==> config.mk <==
export PLATFORM = sky130hd
export DESIGN_NAME = uart_tx_fifo
export DESIGN_NICKNAME = d
export VERILOG_FILES = /design/src/rtl/uart_pkg.sv /design/src/rtl/sync_fifo.sv /design/src/rtl/uart_tx_fifo.sv
export SDC_FILE = /design/constraint.sdc
export NUM_CORES = 1
export LEC_CHECK = 0
export ABC_AREA = 1
export CAP_MARGIN = 20
export CORE_MARGIN = 2
export CORE_UTILIZATION = 30
export DETAILED_ROUTE_END_ITERATION = 6
export PLACE_DENSITY = 0.46
export SLEW_MARGIN = 20
export SYNTH_ARGS = -nofsm -noshare
export SYNTH_HDL_FRONTEND = slang
export SYNTH_HIERARCHICAL = 1
export SYNTH_SLANG_ARGS = --single-unit
export TNS_END_PERCENT = 20
==> constraint.sdc <==
create_clock -name clk -period 2.7 [get_ports clk]
set_clock_uncertainty 0.2 [all_clocks]
set_input_delay 0.81 -clock clk [delete_from_list [all_inputs] [get_ports clk]]
set_output_delay 0.81 -clock clk [all_outputs]
set_load 0.01 [all_outputs]
==> src/rtl/uart_pkg.sv <==
// Shared UART types and constants.
// Frame format is 8N1: start, 8 data bits LSB first, stop.
package uart_pkg;

    typedef enum logic [1:0] {
        IDLE,
        START,
        DATA,
        STOP
    } tx_state_t;

    localparam int   DATA_BITS  = 8;
    localparam logic IDLE_LEVEL = 1'b1;
    localparam int   FRAME_BITS = 10;

endpackage

==> src/rtl/sync_fifo.sv <==
// Synchronous first-word-fall-through FIFO.
// Power-of-two depth; pointers wrap naturally.
module sync_fifo #(
    parameter int WIDTH = 8,
    parameter int DEPTH = 8
) (
    input  logic                   clk,
    input  logic                   rst,
    input  logic                   push,
    input  logic [WIDTH-1:0]       din,
    input  logic                   pop,
    output logic [WIDTH-1:0]       dout,
    output logic                   full,
    output logic                   empty,
    output logic [$clog2(DEPTH):0] count
);

    localparam int AW = $clog2(DEPTH);

    logic [WIDTH-1:0] mem [DEPTH];
    logic [AW-1:0]    wr_ptr;
    logic [AW-1:0]    rd_ptr;
    logic             do_push;
    logic             do_pop;

    assign full    = (count == (AW+1)'(DEPTH));
    assign empty   = (count == '0);
    assign do_push = push && !full;
    assign do_pop  = pop && !empty;
    assign dout    = mem[rd_ptr];

    // Storage array; contents need no reset.
    always_ff @(posedge clk) begin
        if (do_push) begin
            mem[wr_ptr] <= din;
        end
    end

    // Pointers and occupancy; push+pop together keeps count.
    always_ff @(posedge clk or posedge rst) begin
        if (rst) begin
            wr_ptr <= '0;
            rd_ptr <= '0;
            count  <= '0;
        end else begin
            if (do_push) begin
                wr_ptr <= wr_ptr + 1'b1;
            end
            if (do_pop) begin
                rd_ptr <= rd_ptr + 1'b1;
            end
            if (do_push && !do_pop) begin
                count <= count + 1'b1;
            end else if (do_pop && !do_push) begin
                count <= count - 1'b1;
            end
        end
    end

endmodule

==> src/rtl/uart_tx_fifo.sv <==
// Byte FIFO feeding an 8N1 UART transmitter.
// tx is a flop; stop-end pops go straight to START.
module uart_tx_fifo
    import uart_pkg::*;
#(
    parameter int CLKS_PER_BIT = 16,
    parameter int FIFO_DEPTH   = 8
) (
    input  logic                        clk,
    input  logic                        rst,
    input  logic                        wr_valid,
    input  logic [7:0]                  wr_data,
    output logic                        wr_ready,
    output logic                        tx,
    output logic                        busy,
    output logic [$clog2(FIFO_DEPTH):0] fifo_count
);

    localparam int CW = (CLKS_PER_BIT > 1) ? $clog2(CLKS_PER_BIT) : 1;
    localparam int IW = $clog2(DATA_BITS);
    localparam logic [CW-1:0] BAUD_MAX = CW'(CLKS_PER_BIT - 1);
    localparam logic [IW-1:0] LAST_BIT = IW'(DATA_BITS - 1);

    tx_state_t      state;
    logic [CW-1:0]  baud;
    logic [IW-1:0]  bit_idx;
    logic [7:0]     shreg;
    logic [7:0]     head;
    logic           full;
    logic           empty;
    logic           pop;
    logic           bit_end;

    assign bit_end  = (baud == '0);
    assign wr_ready = !full;
    assign busy     = (state != IDLE) || (fifo_count != '0);
    assign pop      = !empty &&
                      ((state == IDLE) ||
                       (state == STOP && bit_end));

    sync_fifo #(
        .WIDTH (8),
        .DEPTH (FIFO_DEPTH)
    ) u_fifo (
        .clk   (clk),
        .rst   (rst),
        .push  (wr_valid),
        .din   (wr_data),
        .pop   (pop),
        .dout  (head),
        .full  (full),
        .empty (empty),
        .count (fifo_count)
    );

    // Transmit FSM: baud countdown, bit shifting, registered tx.
    always_ff @(posedge clk or posedge rst) begin
        if (rst) begin
            state   <= IDLE;
            tx      <= IDLE_LEVEL;
            baud    <= '0;
            bit_idx <= '0;
            shreg   <= '0;
        end else begin
            unique case (state)
                IDLE: begin
                    tx <= IDLE_LEVEL;
                    if (pop) begin
                        shreg <= head;
                        baud  <= BAUD_MAX;
                        tx    <= 1'b0;
                        state <= START;
                    end
                end
                START: begin
                    if (bit_end) begin
                        baud    <= BAUD_MAX;
                        bit_idx <= '0;
                        tx      <= shreg[0];
                        state   <= DATA;
                    end else begin
                        baud <= baud - 1'b1;
                    end
                end
                DATA: begin
                    if (bit_end) begin
                        baud <= BAUD_MAX;
                        if (bit_idx == LAST_BIT) begin
                            tx    <= IDLE_LEVEL;
                            state <= STOP;
                        end else begin
                            bit_idx <= bit_idx + 1'b1;
                            shreg   <= shreg >> 1;
                            tx      <= shreg[1];
                        end
                    end else begin
                        baud <= baud - 1'b1;
                    end
                end
                STOP: begin
                    if (bit_end) begin
                        if (pop) begin
                            shreg <= head;
                            baud  <= BAUD_MAX;
                            tx    <= 1'b0;
                            state <= START;
                        end else begin
                            state <= IDLE;
                        end
                    end else begin
                        baud <= baud - 1'b1;
                    end
                end
                default: begin
                    state <= IDLE;
                    tx    <= IDLE_LEVEL;
                end
            endcase
        end
    end

endmodule

==> results.json, run 1 <==
{
  "critical_path.most_common_cell": "inv_1",
  "post_synth_instance_area_um2": 4570,
  "antenna_found_initial": 0,
  "grt.total_usage": 0.125,
  "vias": 3097,
  "number_of_input_and_output_port_buffers_inserted": 17,
  "cts_max_path_buffers": 2,
  "worst_r2r_startpoint": "u_fifo/count[3]",
  "synthTopCellsByArea": "edfxtp_1, dfrtp_1, nand2_1, nor2_1, inv_1",
  "route.met3.wl_um": 235,
  "path_cells": "nor2_1, nand3_1, inv_1, inv_1, clkdlybuf4s50_1",
  "cts_root_buffer": "clkbuf_16",
  "setup_ws_final_ns": 0.121,
  "wl_per_cell_um": 13.0,
  "timing.fmax_mhz": 388,
  "areal_power_density_over_the_cells_nw_per_um2": 709,
  "synth.top_cells.by_count": "nand2_1, nor2_1, edfxtp_1",
  "post-dp-hpwl_um": 6200,
  "timing.final.crit_share": 0.955,
  "tritoncts": "built",
  "worst_setup_path_startpoint": "u_fifo/count[0]",
  "netlist_instances": 493,
  "globalplace.congestion": 0.816,
  "timing.setup.critical_path_class": "reg2out",
  "power_leakage_nw": 2.47,
  "drt_pass1_iterations": 4,
  "initial_core_util": 0.304,
  "gr-total-overflow": 0,
  "worst_hold_slack_ns": 0.280,
  "clk_pin_slew_worst_paths_ns": 0.07,
  "setup_total_negative_slack_ns": 0,
  "critPathSlowestCell": "clkdlybuf4s50_1",
  "synth_seq_cells": 92,
  "crit_fanout": 2,
  "largest_net_degree_at_the_start_of_global_routing": 27,
  "postSynth.topFlopCell": "edfxtp_1",
  "yosys_warnings": 6,
  "drt-vias-per-instance": 4.27,
  "layout-drive-gt1-share": 0.127,
  "routedLengthMet1_um": 4640,
  "area_fraction_of_the_dominant_cell_type_after_synthesis": 0.421,
  "fp-row-count": 45,
  "fp.dieH_um": 127,
  "synth-async-reset-ratio": 0.304,
  "arrival_ns": 1.57,
  "cp-start-kind": "register",
  "vdd_drop_max_mv": 0.370,
  "drv.max_cap_violation_count": 0,
  "synth_cell_types": 35,
  "syn_nets": 519,
  "fp.dieArea_um2": 16200,
  "synth_top_area_cell": "edfxtp_1",
  "drtIter0Drc": 152,
  "rsz0062_at_grt": "yes",
  "met2_length_um": 4510,
  "crit_path_max_incr_delay_ns": 0.46,
  "report.final.hold_viol_count": 0,
  "fin_util": 0.356,
  "finalNetCount": 559,
  "antennaDiodeCount": 0,
  "topRoutingLayerUsed": "met4",
  "clock_insertion_delay_worst_skew_ns": 0.34,
  "synth_area_per_cell_um2": 9.27,
  "setup.reg_to_reg.worst_slack_ns": 0.21,
  "p_total_w": 0.00380,
  "post-place-ws_ns": -0.0843,
  "setup.worst_path.end_class": "primary output",
  "synth.yosys.seq_area_share": 0.574,
  "tritoncts.num_buffers": 9,
  "fillCellCount": 1504,
  "coreArea_um2": 15000,
  "yosys.cell_count.top_type": "nand2_1",
  "min-delay-start": "shreg[7]",
  "tritoncts_num_sinks": 92,
  "route.final.wire_length_um": 9460,
  "result_of_the_run": "finished, final reports clean",
  "hold_path_class": "reg2reg",
  "setup_viol": 0,
  "chipWidth_um": 127,
  "worstMarginPinSlew_ns": 0.430,
  "area_delta_synth_final_pct": 17.2,
  "post-route-min-period_ns": 2.58,
  "io_pins": 18,
  "relative_slew_slack": 0.713,
  "h-tree-depth": 3,
  "via_count_of_the_first_global_routing_pass": 2921,
  "required_ns": 1.69,
  "synth_edf_count": 64,
  "remaining_antenna_violation_count_after_routing": 0,
  "wire_length_of_the_first_global_routing_pass_um": 15400,
  "timing_max_transition_violations_final": 0,
  "drcViolationCount": 0
}
## where the power goes
part	leakage [nW]	total, W	internal, W	switching, W
Clock	0.130	0.00125	0.000711	0.000538
Sequential	0.902	0.00179	0.00171	0.0000817
Combinational	1.44	0.000757	0.000322	0.000435
## placed cells by master (no fill, tap or decap), drive strengths merged
cell	n
buf	26
xor2	1
o22ai	1
nor2	72
clkinvlp	4
o21ai	24
inv	66
a21oi	5
fa	1
o2111ai	1
bufinv	1
dlygate4sd2	1
nand3	13
clkinv	1
edfxtp	64
ha	14
mux2i	7
clkbuf	9
nor3	8
o21a	1
nor4	1
dfrtp	27
xnor2	5
nand2	162
a21boi	1
a31oi	1
dfstp	1
clkdlybuf4s50	16
or2	3
## per-layer routing
layer / up-vias / global-route usage
li1: 1635 / -
met1: 1436 / 0.169
met2: 21 / 0.200
met3: 5 / 0.0276
met4: 0 / 0.0407
met5: - / 0
## flip-flops by register name, indices dropped and copies added, names as in the netlist
signal	count
u_fifo/count	4
tx	1
u_fifo/mem	64
bit_idx	3
state	2
shreg	8
u_fifo/rd_ptr	3
baud	4
u_fifo/wr_ptr	3
## through the flow
step                area [µm²]  cells
finish                    5360    725
detailed placement        5050    709
floorplan                 4570    493
CTS                       5340    724
global route              5360    725
global placement          5050    709
## what timing repair did
| item | 4_1_cts | 5_1_grt |
|---|---|---|
| gates resized for setup | 1 | 3 |
| endpoints found under the setup margin | 1 | 3 |
| hold buffers | 0 | 0 |
| setup buffers | 0 | 1 |
## worst paths after layout
kind,to,depth (start not counted)
max in group asynchronous,u_fifo/rd_ptr[0],2
setup reg to reg,u_fifo/count[3],15
hold reg to reg,shreg[7],2
setup / recovery,wr_ready,5
min in group asynchronous,u_fifo/count[1],2
hold / removal,shreg[7],2
## cell type report
class / count / area, µm² / area share
Clock buffer: 9 / 225 / 0.0420
Clock inverter: 6 / 66.3 / 0.0124
Inverter: 66 / 248 / 0.0463
Multi-Input combinational cell: 321 / 1590 / 0.297
Sequential cell: 92 / 2630 / 0.491
Tap cell: 188 / 235 / 0.0439
Timing Repair Buffer: 43 / 364 / 0.0680
## critical path, delay by kind of cell, from the launching register on
family | cells | cell delay (ns)
buffers and inverters | 3 | 0.58
flip-flops | 1 | 0.38
AND/OR/NAND/NOR | 2 | 0.27
## cell families (layout without fill, tap and decap cells)
| family | count (synthesis) | after routing | share of synthesized area |
|---|---|---|---|
| buffers and inverters | 80 | 124 | 0.0783 |
| AND/OR/NAND/NOR | 259 | 259 | 0.227 |
| adder cells (fa/ha/maj) | 15 | 15 | 0.0427 |
| XOR/XNOR | 6 | 6 | 0.0115 |
| AO/OA/AOI/OAI | 34 | 34 | 0.0512 |
| flip-flops | 92 | 92 | 0.574 |
| multiplexers | 7 | 7 | 0.0153 |
No activity file was read; power rests on OpenSTA's default activity.
==> run 2, diff against run 1 <==
- PLACE_DENSITY: 0.46 -> default
==> run 2 against run 1 <==
- cell count fell by 0.55%
- largest power group unchanged
- clock power is essentially flat
- utilization barely moved
- total power decreased by 0.30%
- die area unchanged
- highest routed layer unchanged
- sequential power hardly changed
- non-clock buffer count is 5 lower
- critical path depth is the same
- critical endpoint unchanged
- via count rose by 1.3%
- worst setup slack got worse by 0.037 ns
==> results.json, run 2 (synthesized netlist as in run 1, its figures left out) <==
{
  "post-place-ws_ns": -0.106,
  "cts_max_path_buffers": 2,
  "chipWidth_um": 127,
  "setup.worst_path.end_class": "primary output",
  "comb_power_share": 0.201,
  "power_switching_w": 0.00105,
  "crit_path_max_incr_delay_ns": 0.52,
  "crit_fanout": 5,
  "p_total_w": 0.00379,
  "route.final.wire_length_um": 8620,
  "cp-start-kind": "register",
  "antennaDiodeCount": 0,
  "drt-vias-per-instance": 4.35,
  "timing.setup.critical_path_class": "reg2out",
  "fp.dieH_um": 127,
  "result_of_the_run": "finished, final reports clean",
  "fp.dieArea_um2": 16200,
  "clk_pin_slew_worst_paths_ns": 0.06,
  "final_common_cell": "nand2_1",
  "tritoncts_num_sinks": 92,
  "globalplace.congestion": 0.795,
  "number_of_input_and_output_port_buffers_inserted": 17,
  "timing.reg2reg.worst_path_depth": 15,
  "vias": 3138,
  "critical_path.most_common_cell": "inv_1",
  "initial_core_util": 0.304,
  "timing.fmax_mhz": 382,
  "h-tree-depth": 3,
  "path_cells": "buf_4, nand3_1, inv_1, inv_1, clkdlybuf4s50_1",
  "remaining_antenna_violation_count_after_routing": 0,
  "cpLargestDelayFamily": "buffers and inverters",
  "cts_post_setup_buffers_inserted": 0,
  "tritoncts": "built",
  "largest_register": "u_fifo/mem",
  "coreArea_um2": 15000,
  "fin_util": 0.356,
  "finalNetCount": 554,
  "power_leakage_nw": 2.47,
  "fp-row-count": 45,
  "arrival_ns": 1.61,
  "post-dp-hpwl_um": 5810,
  "timing.final.crit_share": 0.969,
  "rsz0062_at_grt": "yes",
  "grt.total_usage": 0.115,
  "critPathSlowestCell": "clkdlybuf4s50_1",
  "wl_per_cell_um": 12.0,
  "largest_net_degree_at_the_start_of_global_routing": 67,
  "area_delta_synth_final_pct": 17.1,
  "cp_num_buf_inv": 4,
  "hold_path_class": "reg2reg",
  "clock_insertion_delay_worst_skew_ns": 0.34,
  "holdBufCountCts": 0,
  "wire_length_of_the_first_global_routing_pass_um": 14600,
  "timing_max_transition_violations_final": 0,
  "netSwitchingFraction": 0.278,
  "pwr-share-seq": 0.474,
  "layout-drive-gt1-share": 0.120,
  "clockPowerShare": 0.325,
  "setup_ws_final_ns": 0.0840,
  "antenna_found_initial": 0,
  "drtIter0Drc": 93,
  "report.final.hold_viol_count": 0,
  "post-route-min-period_ns": 2.62,
  "cts_root_buffer": "clkbuf_16",
  "vdd_drop_max_mv": 0.411,
  "worst_hold_path.num_cells": 2,
  "drt_pass1_iterations": 4,
  "drv.max_cap_violation_count": 0,
  "fillCellCount": 1451,
  "critical_path_cell_count": 5,
  "setup_viol": 0,
  "required_ns": 1.69,
  "p_int_w": 0.00273,
  "relative_slew_slack": 0.685,
  "tritoncts.num_buffers": 9,
  "reg.largest.list": "u_fifo/mem: 64 flops, shreg: 8 flops",
  "io_pins": 18,
  "drcViolationCount": 0,
  "flip_flop_count_of_the_largest_register_all_copies_and_words_added": 64,
  "commonest_cells_after_routing_fill_and_taps_aside": "nand2_1, nor2_1, edfxtp_1",
  "gr-total-overflow": 0,
  "worstMarginPinSlew_ns": 0.472,
  "areal_power_density_over_the_cells_nw_per_um2": 708,
  "via_count_of_the_first_global_routing_pass": 3098
}
==> run 2: layout make-up <==
cell class,instances,area (µm²),share of cell area
Tap cell,188,235,0.0440
Clock buffer,12,268,0.0500
Timing Repair Buffer,38,339,0.0634
Multi-Input combinational cell,321,1600,0.300
Sequential cell,92,2630,0.491
Clock inverter,4,30.0,0.00561
Inverter,66,248,0.0463
==> run 2: final timing paths <==
path,start,slack [ns],endpoint
worst min-delay path,tx,0.29,tx
min in group asynchronous,rst,0.61,u_fifo/rd_ptr[1]
worst max register to register,baud[0],0.15,u_fifo/count[3]
worst max-delay path,u_fifo/count[3],0.08,wr_ready
max in group asynchronous,rst,1.37,u_fifo/count[2]
worst min register to register,tx,0.29,tx
==> run 2: power groups by stage <==
stage | clock, W | combinational, W | sequential [W]
floorplan | 0 | 0.000398 | 0.00184
global placement | 0 | 0.000710 | 0.00181
detailed placement | 0 | 0.000745 | 0.00182
CTS | 0.00126 | 0.000754 | 0.00179
global route | 0.00132 | 0.000851 | 0.00181
finish | 0.00123 | 0.000762 | 0.00179
==> run 2: through the flow <==
| step | hold WS, ns | cells | instance area [µm²] | setup TNS [ns] |
|---|---|---|---|---|
| after global placement | 0.266 | 705 | 5040 | -0.0496 |
| final | 0.292 | 721 | 5350 | 0 |
| after global routing | 0.307 | 721 | 5350 | -0.00613 |
| after detailed placement | 0.275 | 705 | 5040 | -0.121 |
| after CTS | 0.291 | 721 | 5340 | 0 |
| after floorplan | 0.255 | 493 | 4570 | 0 |
==> run 2: per-layer routing <==
metal	part of all wire	routed length, µm	global-route usage	vias up
li1	-	-	-	1624
met5	0	0	0	-
met1	0.45	3900	0.135	1454
met2	0.49	4260	0.204	47
met4	0.020	173	0.0562	0
met3	0.033	287	0.0188	13
==> run 2: tightest hold or removal path, stage by stage (launching register included) <==
cell     delay (ns)
dfstp_2        0.37
nand2_1        0.05
o21ai_0        0.07
==> run 2: timing repair <==
item / 4_1_cts / 5_1_grt
setup endpoints to repair: 1 / 4
pin swaps: 0 / 0
resized for setup: 2 / 4
